`src/rtl/dmem_responder.sv`:
```
// Data-side SRAM responder: 4-beat line fills (1 beat for non-cacheable windows) and single writes.
// Read beats every 2+WAIT_CYCLES cycles, write done 1+WAIT_CYCLES after accept; D_wait=1 whenever no beat/write completes.
module dmem_responder #(
    parameter int WAIT_CYCLES    = 0,
    parameter int SRAM_ADDR_BITS = 14
) (
    input  logic                      clk,
    input  logic                      rst,
    input  logic                      D_req,
    input  logic                      D_write,
    input  logic [31:0]               D_addr,
    input  logic [31:0]               D_in,
    input  logic [3:0]                D_type,
    output logic [31:0]               D_out,
    output logic                      D_wait,
    output logic                      sram_CS,
    output logic                      sram_OE,
    output logic [3:0]                sram_WEB,
    output logic [SRAM_ADDR_BITS-1:0] sram_A,
    output logic [31:0]               sram_DI,
    input  logic [31:0]               sram_DO
);

    typedef enum logic [2:0] {
        IDLE,
        STALL,
        RD_ISSUE,
        RD_DATA,
        WR,
        GAP
    } state_t;

    localparam logic [3:0] STALL_LAST = (WAIT_CYCLES > 0) ? 4'(WAIT_CYCLES - 1) : 4'd0;

    state_t      state_q, state_d;
    logic [31:0] addr_q,  addr_d;
    logic [31:0] din_q,   din_d;
    logic [3:0]  type_q,  type_d;
    logic        wr_q,    wr_d;
    logic [1:0]  beat_q,  beat_d;
    logic [3:0]  stall_q, stall_d;
    logic [31:0] dout_q,  dout_d;

    logic        single;
    logic        last_beat;
    logic [29:0] word_addr;
    logic        unused_addr_bits;

    always_ff @(posedge clk) begin
        if (rst) begin
            state_q <= IDLE;
            addr_q  <= 32'h0;
            din_q   <= 32'h0;
            type_q  <= 4'h0;
            wr_q    <= 1'b0;
            beat_q  <= 2'd0;
            stall_q <= 4'd0;
            dout_q  <= 32'h0;
        end else begin
            state_q <= state_d;
            addr_q  <= addr_d;
            din_q   <= din_d;
            type_q  <= type_d;
            wr_q    <= wr_d;
            beat_q  <= beat_d;
            stall_q <= stall_d;
            dout_q  <= dout_d;
        end
    end

    // Non-cacheable windows return a single exact word; everything else wraps inside its 16-byte line.
    assign single    = (addr_q[31:16] == 16'h1000) || (addr_q[31:16] == 16'h0010) ||
                       (addr_q[31:16] == 16'h0003);
    assign last_beat = single || (beat_q == 2'd3);
    assign word_addr = single ? addr_q[31:2] : {addr_q[31:4], beat_q};
    assign unused_addr_bits = ^{addr_q[1:0], word_addr[29:SRAM_ADDR_BITS]};

    always_comb begin
        state_d  = state_q;
        addr_d   = addr_q;
        din_d    = din_q;
        type_d   = type_q;
        wr_d     = wr_q;
        beat_d   = beat_q;
        stall_d  = stall_q;
        dout_d   = dout_q;
        D_out    = dout_q;
        D_wait   = 1'b1;
        sram_CS  = 1'b0;
        sram_OE  = 1'b0;
        sram_WEB = 4'hf;
        sram_A   = word_addr[SRAM_ADDR_BITS-1:0];
        sram_DI  = din_q;

        case (state_q)
            IDLE: begin
                if (D_write || D_req) begin
                    addr_d  = D_addr;
                    din_d   = D_in;
                    type_d  = D_type;
                    wr_d    = D_write;
                    beat_d  = 2'd0;
                    stall_d = 4'd0;
                    if (WAIT_CYCLES > 0) state_d = STALL;
                    else                 state_d = D_write ? WR : RD_ISSUE;
                end
            end
            STALL: begin
                if (stall_q == STALL_LAST) begin
                    stall_d = 4'd0;
                    state_d = wr_q ? WR : RD_ISSUE;
                end else begin
                    stall_d = stall_q + 4'd1;
                end
            end
            RD_ISSUE: begin
                sram_CS  = 1'b1;
                sram_OE  = 1'b1;
                state_d  = RD_DATA;
            end
            RD_DATA: begin
                D_wait = 1'b0;
                D_out  = sram_DO;
                dout_d = sram_DO;
                if (last_beat) begin
                    state_d = GAP;
                end else begin
                    beat_d  = beat_q + 2'd1;
                    stall_d = 4'd0;
                    state_d = (WAIT_CYCLES > 0) ? STALL : RD_ISSUE;
                end
            end
            WR: begin
                sram_CS  = 1'b1;
                sram_WEB = type_q;
                sram_A   = addr_q[SRAM_ADDR_BITS+1:2];
                D_wait   = 1'b0;
                state_d  = GAP;
            end
            GAP: begin
                // Swallows the request the cache is still holding for one cycle after its last beat.
                state_d = IDLE;
            end
            default: begin
                state_d = IDLE;
            end
        endcase

        if (rst) begin
            sram_CS  = 1'b0;
            sram_OE  = 1'b0;
            sram_WEB = 4'hf;
            D_wait   = 1'b1;
        end
    end

endmodule
```
`config.mk`:
```
export PLATFORM = sky130hd
export DESIGN_NAME = dmem_responder
export DESIGN_NICKNAME = d
export VERILOG_FILES = /design/src/rtl/dmem_responder.sv
export SDC_FILE = /design/constraint.sdc
export NUM_CORES = 1
export LEC_CHECK = 0
export BUFFER_PORTS_ARGS = -buffer_cell sky130_fd_sc_hd__buf_2
export CORE_ASPECT_RATIO = 1.5
export CORE_MARGIN = 2
export CORE_UTILIZATION = 48
export CTS_CLUSTER_DIAMETER = 40
export DETAILED_ROUTE_END_ITERATION = 10
export PLACE_DENSITY = 0.8
export SLEW_MARGIN = 20
export SYNTH_ARGS = -nofsm -noshare
export SYNTH_HDL_FRONTEND = slang
export SYNTH_SLANG_ARGS = --single-unit
```
`constraint.sdc`:
```
create_clock -name clk -period 1.6 [get_ports clk]
set_input_delay 0.16 -clock clk [delete_from_list [all_inputs] [get_ports clk]]
set_output_delay 0.16 -clock clk [all_outputs]
set_load 0.02 [all_outputs]
```
==> reports/metrics.cfg, run 1 <==
[sta]
setup_ws_ps = -324
rsz0062_at_grt = yes
max_freq_ghz = 0.520
fin_setup_tns_ps = -11230
slew-limit-headroom_pct = 58.8
post-route-period-util_pct = 120
finalClockSkew_ps = 9.59
hold_viol = 0
setup_viol_count_final = 109
period_needed_ps = 1920
worst_slew_pin_slew_ps = 618
timing.final.max_slew_violations = 0

[clock_network]
clk_latency_ps = 340
cts_root_buf = clkbuf_16
clock_sinks = 108
cts-htree-levels = 3
cts_tree = done
cts_hold_buf = 0
clk_pin_slew_ps = 80
cts_inserted_buffers = 9
clk_path_buf_depth = 2

[route]
met1_length_mm = 5.56
avgViaCountPerCell = 5.37
highest_layer = met4
wl_met3_mm = 1.06
post_drt_wl_per_cell_um = 18.9
drtIter0Drc = 163
vias = 4453
drc = 0
routed_wl_mm = 15.7
met2_length_mm = 8.46
final_antenna_net_count = 0
dr.pass1.iters = 5

[synth]
synth_area_um2 = 4460
avgSynthCellArea_um2 = 9.05
synth_cells = 493
yosysMostFrequentCell = nand2_1
async_flop_share_pct = 0
ys_warn_count = 0
ys.flop_type = dfxtp_1
synth_seq_area_share_pct = 48.5
syn_nets = 600
synth_edf_count = 0
synth_top_area_share_pct = 48.5
ys_ff_latch = 108
ys_top_cells_by_count = nand2_1, dfxtp_1, a21oi_1
ys_types = 43
synth_largest_area_cell = dfxtp_1
synth.area.top_cells = dfxtp_1, nand2_1, a21oi_1

[placed_design]
hpwl_mm = 7.60
placed_cell_area_um2 = 5420
gp_congestion = 0.782
port_buffers = 186

[setup_path]
critPathCaptureType = output pin
reg2reg_from = state_q[0]
startpoint_type = flop
r2r-end = addr_q[13]
worstPathRequired_ps = 1440
worstPathArrival_ps = 1760
path_class = reg2out
reg2reg_setup_slack_ps = -120
r2r_cells = 8
worstPathMaxFanout = 2

[die]
design.die.area_um2 = 10100
die_h_um = 122
coreArea_um2 = 9150
rows = 43
die_x_um = 82.7
ios = 189
start_util_pct = 48.8

[worst_hold_path]
hp-class = in2reg
min_to = addr_q[8]
min-delay-start = D_addr[8]
holdPathStages = 3

[final_layout]
antennaDiodeCount = 0
num-nets-final = 820
final_cell_area_um2 = 7380
layout-drive-gt1-share_pct = 61.7
syn2layout_area_growth_pct = 65.4

[grt]
grt_util_all_layers_pct = 23.1
grt_max_degree = 69
antenna_found_initial = 0
grt_pass1_wl_mm = 18.1
grt_pass1_vias = 4018
grt.overflow.total = 0

[run_status]
violations = setup timing
status = finished with violations

[power]
irDropWorstVdd_mv = 1.04
power_mw = 11.2
p_leak_nw = 3.45
power_density_nw_per_um2 = 1520

[job]
max-cap-violations = 0

final cells by class:
type,instances,area [µm²]
repair buffers,252,2050
inverters,2,7.51
fillers,524,1770
well taps,112,140
clock buffers,11,243
flip-flops and latches,108,2180
multi-input cells,340,2690
clock inverters,5,66.3
worst max path at each step:
stage | end | startpoint | cells past startpoint
final | sram_A[0] | addr_q[30] | 5
after global routing | sram_A[0] | addr_q[30] | 5
after CTS | sram_A[0] | addr_q[29] | 5
after floorplan | sram_A[0] | addr_q[25] | 4
after detailed placement | sram_A[0] | addr_q[21] | 5
after global placement | sram_A[1] | addr_q[21] | 5
what timing repair did:
action / 4_1_cts / 5_1_grt
pin swaps: 11 / 65
endpoints found under the hold margin: 0 / 0
gates cloned: 3 / 20
resized for setup: 109 / 196
setup endpoints to repair: 50 / 90
buffers inserted: 18 / 19
metal layers:
layer | up-vias | GRT usage [%]
li1 | 2062 | -
met1 | 2089 | 24.6
met2 | 253 | 44.2
met3 | 49 | 4.96
met4 | 0 | 6.15
met5 | - | 0
power breakdown:
group          switching (mW)  internal, mW
sequential              0.317          3.13
clock                    1.02          1.28
combinational            2.88          2.60
total                    4.21          7.00
through the flow:
| stage | util (%) | hold slack, ps | setup slack, ps | cells |
|---|---|---|---|---|
| 2_1_floorplan | - | 296 | 79.5 | 493 |
| 3_3_place_gp | 59.2 | 400 | -18.7 | 762 |
| 3_5_place_dp | 59.2 | 407 | -37.2 | 762 |
| 4_1_cts | 69.3 | 35.6 | -335 | 799 |
| 5_1_grt | 80.7 | 39.2 | -383 | 830 |
| 6_report | 80.7 | 43.3 | -324 | 830 |
worst max-delay path, cell delays in order (launching register included):
cell and delay [ps]:
dfxtp_2 340, nor4_4 280, nand3_2 140, o21ai_4 190, mux2_4 330, buf_6 130
flip-flops by register name (all words and copies together), names as in the netlist:
| name | flops |
|---|---|
| state_q | 3 |
| wr_q | 1 |
| dout_q | 32 |
| type_q | 4 |
| sram_DI | 32 |
| beat_q | 2 |
| addr_q | 30 |
| stall_q | 4 |
kinds of logic after synthesis:
family,after synthesis,synth area share (%)
flops,108,48.5
buf+inv,47,6.76
fa+ha+maj,3,0.842
mux,34,8.58
compound gates,94,13.4
xor+xnor,1,0.196
simple gates,206,21.8
layout by cell type, fill, tap and decap left out, types with 2 or more instances in the layout:
cell	instances
a21oi_1	22
a21oi_2	50
a21oi_4	2
a311oi_2	2
buf_12	7
buf_2	144
buf_4	25
buf_6	60
buf_8	7
clkbuf_16	18
dfxtp_1	101
dfxtp_2	4
dfxtp_4	3
ha_1	3
inv_1	2
mux2_2	11
mux2_4	23
nand2_1	87
nand2_2	18
nand2_4	33
nand2b_1	3
nand2b_4	2
nand3_2	2
nor2_1	8
nor2_4	3
nor2b_1	34
nor4_4	2
o21ai_0	2
o21ai_4	3
o31ai_1	3
or3_4	4
Note: power is estimated with default switching activity, not from simulation.
==> inputs of run 2 (changes only) <==
CORE_UTILIZATION = 45   (was 48)
PLACE_DENSITY = 0.76   (was 0.8)
==> reports/metrics.cfg, run 2 (synthesis gave the netlist of run 1 again) <==
[run_status]
status = finished with violations
violations = setup timing

[clock_network]
cts_inserted_buffers = 9
clk_pin_slew_ps = 70
clk_latency_ps = 340
clk_path_buf_depth = 2
clock_sinks = 108
cts_hold_buf = 0
cts-htree-levels = 3
cts_tree = done
cts_root_buf = clkbuf_16

[power]
power_mw = 9.76
p_int_mw = 6.31
power_switching_mw = 3.45
p_seq_share_pct = 34.7
combPwrFrac_pct = 43.4
p_leak_nw = 3.12
power_density_nw_per_um2 = 1460
clock_power_share_pct = 21.8
switching_share_pct = 35.4
irDropWorstVdd_mv = 1.01

[final_layout]
final.fill_count = 722
syn2layout_area_growth_pct = 50.4
layout-drive-gt1-share_pct = 48.9
utilization_pct = 69.2
final_common_cell = buf_2
final_cell_mix = buf_2, nand2_1, dfxtp_1, a21oi_1, buf_6
antennaDiodeCount = 0
num-nets-final = 801
final_cell_area_um2 = 6710

[worst_hold_path]
min-delay-start = D_in[16]
holdPathStages = 3
min_to = sram_DI[16]
hp-class = in2reg

[die]
start_util_pct = 46.0
coreArea_um2 = 9690
die_x_um = 85.3
ios = 189
die_h_um = 126
design.die.area_um2 = 10700
rows = 44

[grt]
antenna_found_initial = 0
globalRouteMet1Util_pct = 23.7
grt_most_used_layer = met2
met2_usage_pct = 39.2
grt_pass1_wl_mm = 18.6
grt_pass1_vias = 4010
grt.overflow.total = 0
grt_max_degree = 56
grt_util_all_layers_pct = 21.2
grtUsageMet3_pct = 5.70

[sta]
holdWs_ps = 47.3
hold_viol = 0
rsz0062_at_grt = yes
worst_slew_pin_slew_ps = 444
post-route-period-util_pct = 120
timing.final.max_slew_violations = 0
finalClockSkew_ps = 9.06
max_freq_ghz = 0.523
slew-limit-headroom_pct = 70.3
period_needed_ps = 1910
setup_ws_ps = -312
setup_viol_count_final = 39

[route]
routed_wl_mm = 13.0
drc = 0
vias = 4169
avgViaCountPerCell = 5.12
drtIter0Drc = 117
dr.pass1.iters = 4
final_antenna_net_count = 0
post_drt_wl_per_cell_um = 15.9

[setup_path]
reg2reg_setup_slack_ps = 0
reg2reg_from = addr_q[20]
path_class = reg2out
max_stage_delay_ps = 340
startpoint_type = flop
r2r-end = stall_q[2]
crit_chain = nor4_4 -> nand3_2 -> o21ai_4 -> mux2_4 -> buf_6
worstPathRequired_ps = 1440
worstPathArrival_ps = 1750
critPathCaptureType = output pin
cp_slowest_cell = dfxtp_2
r2r_cells = 6
worstPathMaxFanout = 2

[placed_design]
port_buffers = 186
dpl_worst_slack_ps = -34.0
placed_cell_area_um2 = 5450
gp_congestion = 0.755
hpwl_mm = 7.41

[job]
max-cap-violations = 0

run 2: changes by cell type in the layout (fill, tap and decap cells not counted), moves of 7 or more:
cell and change:
buf_2 +7, buf_6 -19, a21oi_2 -30, nand2_1 +47, nand2_2 -14, nand2_4 -33, a21oi_1 +30
run 2: cell type report:
type                       instances  area (µm²)  share of cell area [%]
sequential                       108        2180                    32.5
clock inverter                     4        31.3                   0.466
inverter                           2        7.51                   0.112
multi-input combinational        338        2270                    33.9
clock buffer                      12         256                    3.82
tap                              115         144                    2.15
timing repair buffer             235        1820                    27.1
run 2: power by group through the flow:
stage	Combinational [mW]	Sequential (mW)	Clock [mW]
after detailed placement	2.90	3.40	0
after CTS	3.24	3.38	2.17
after floorplan	1.96	3.55	0
final	4.24	3.39	2.13
after global placement	2.84	3.37	0
after global routing	4.52	3.44	2.30
run 2: how the worst max path moves through the flow:
stage / startpoint / end / cells past startpoint
floorplan: addr_q[25] / sram_A[0] / 4
global placement: addr_q[25] / sram_A[0] / 5
global route: addr_q[23] / sram_A[1] / 5
finish: addr_q[30] / sram_A[1] / 5
CTS: addr_q[30] / sram_A[1] / 5
detailed placement: addr_q[25] / sram_A[1] / 5
run 2: timing repair:
item                                    CTS  global route
endpoints found under the hold margin     0             0
pin swaps                                 9             4
endpoints found under the setup margin   40            85
setup buffers                            12            13
cloned                                    4            10
gates resized for setup                  94            74
run 2: worst max-delay path: cells and delay by family, from the launching register on:
| family | cells | cell delay (ps) |
|---|---|---|
| simple gates | 2 | 430 |
| flops | 1 | 340 |
| mux | 1 | 330 |
| compound gates | 1 | 190 |
| buf+inv | 1 | 130 |
run 2: stage by stage:
stage                     setup TNS, ps  instances
final                             -5570        814
after global routing              -8170        814
after CTS                         -7300        797
after detailed placement          -64.3        765
after global placement            -35.1        765
after floorplan                       0        493
run 2: layer usage:
layer	routed length (µm)	up-vias
li1	-	2029
met1	5090	1972
met2	6940	157
met3	759	11
met4	182	0
met5	0	-
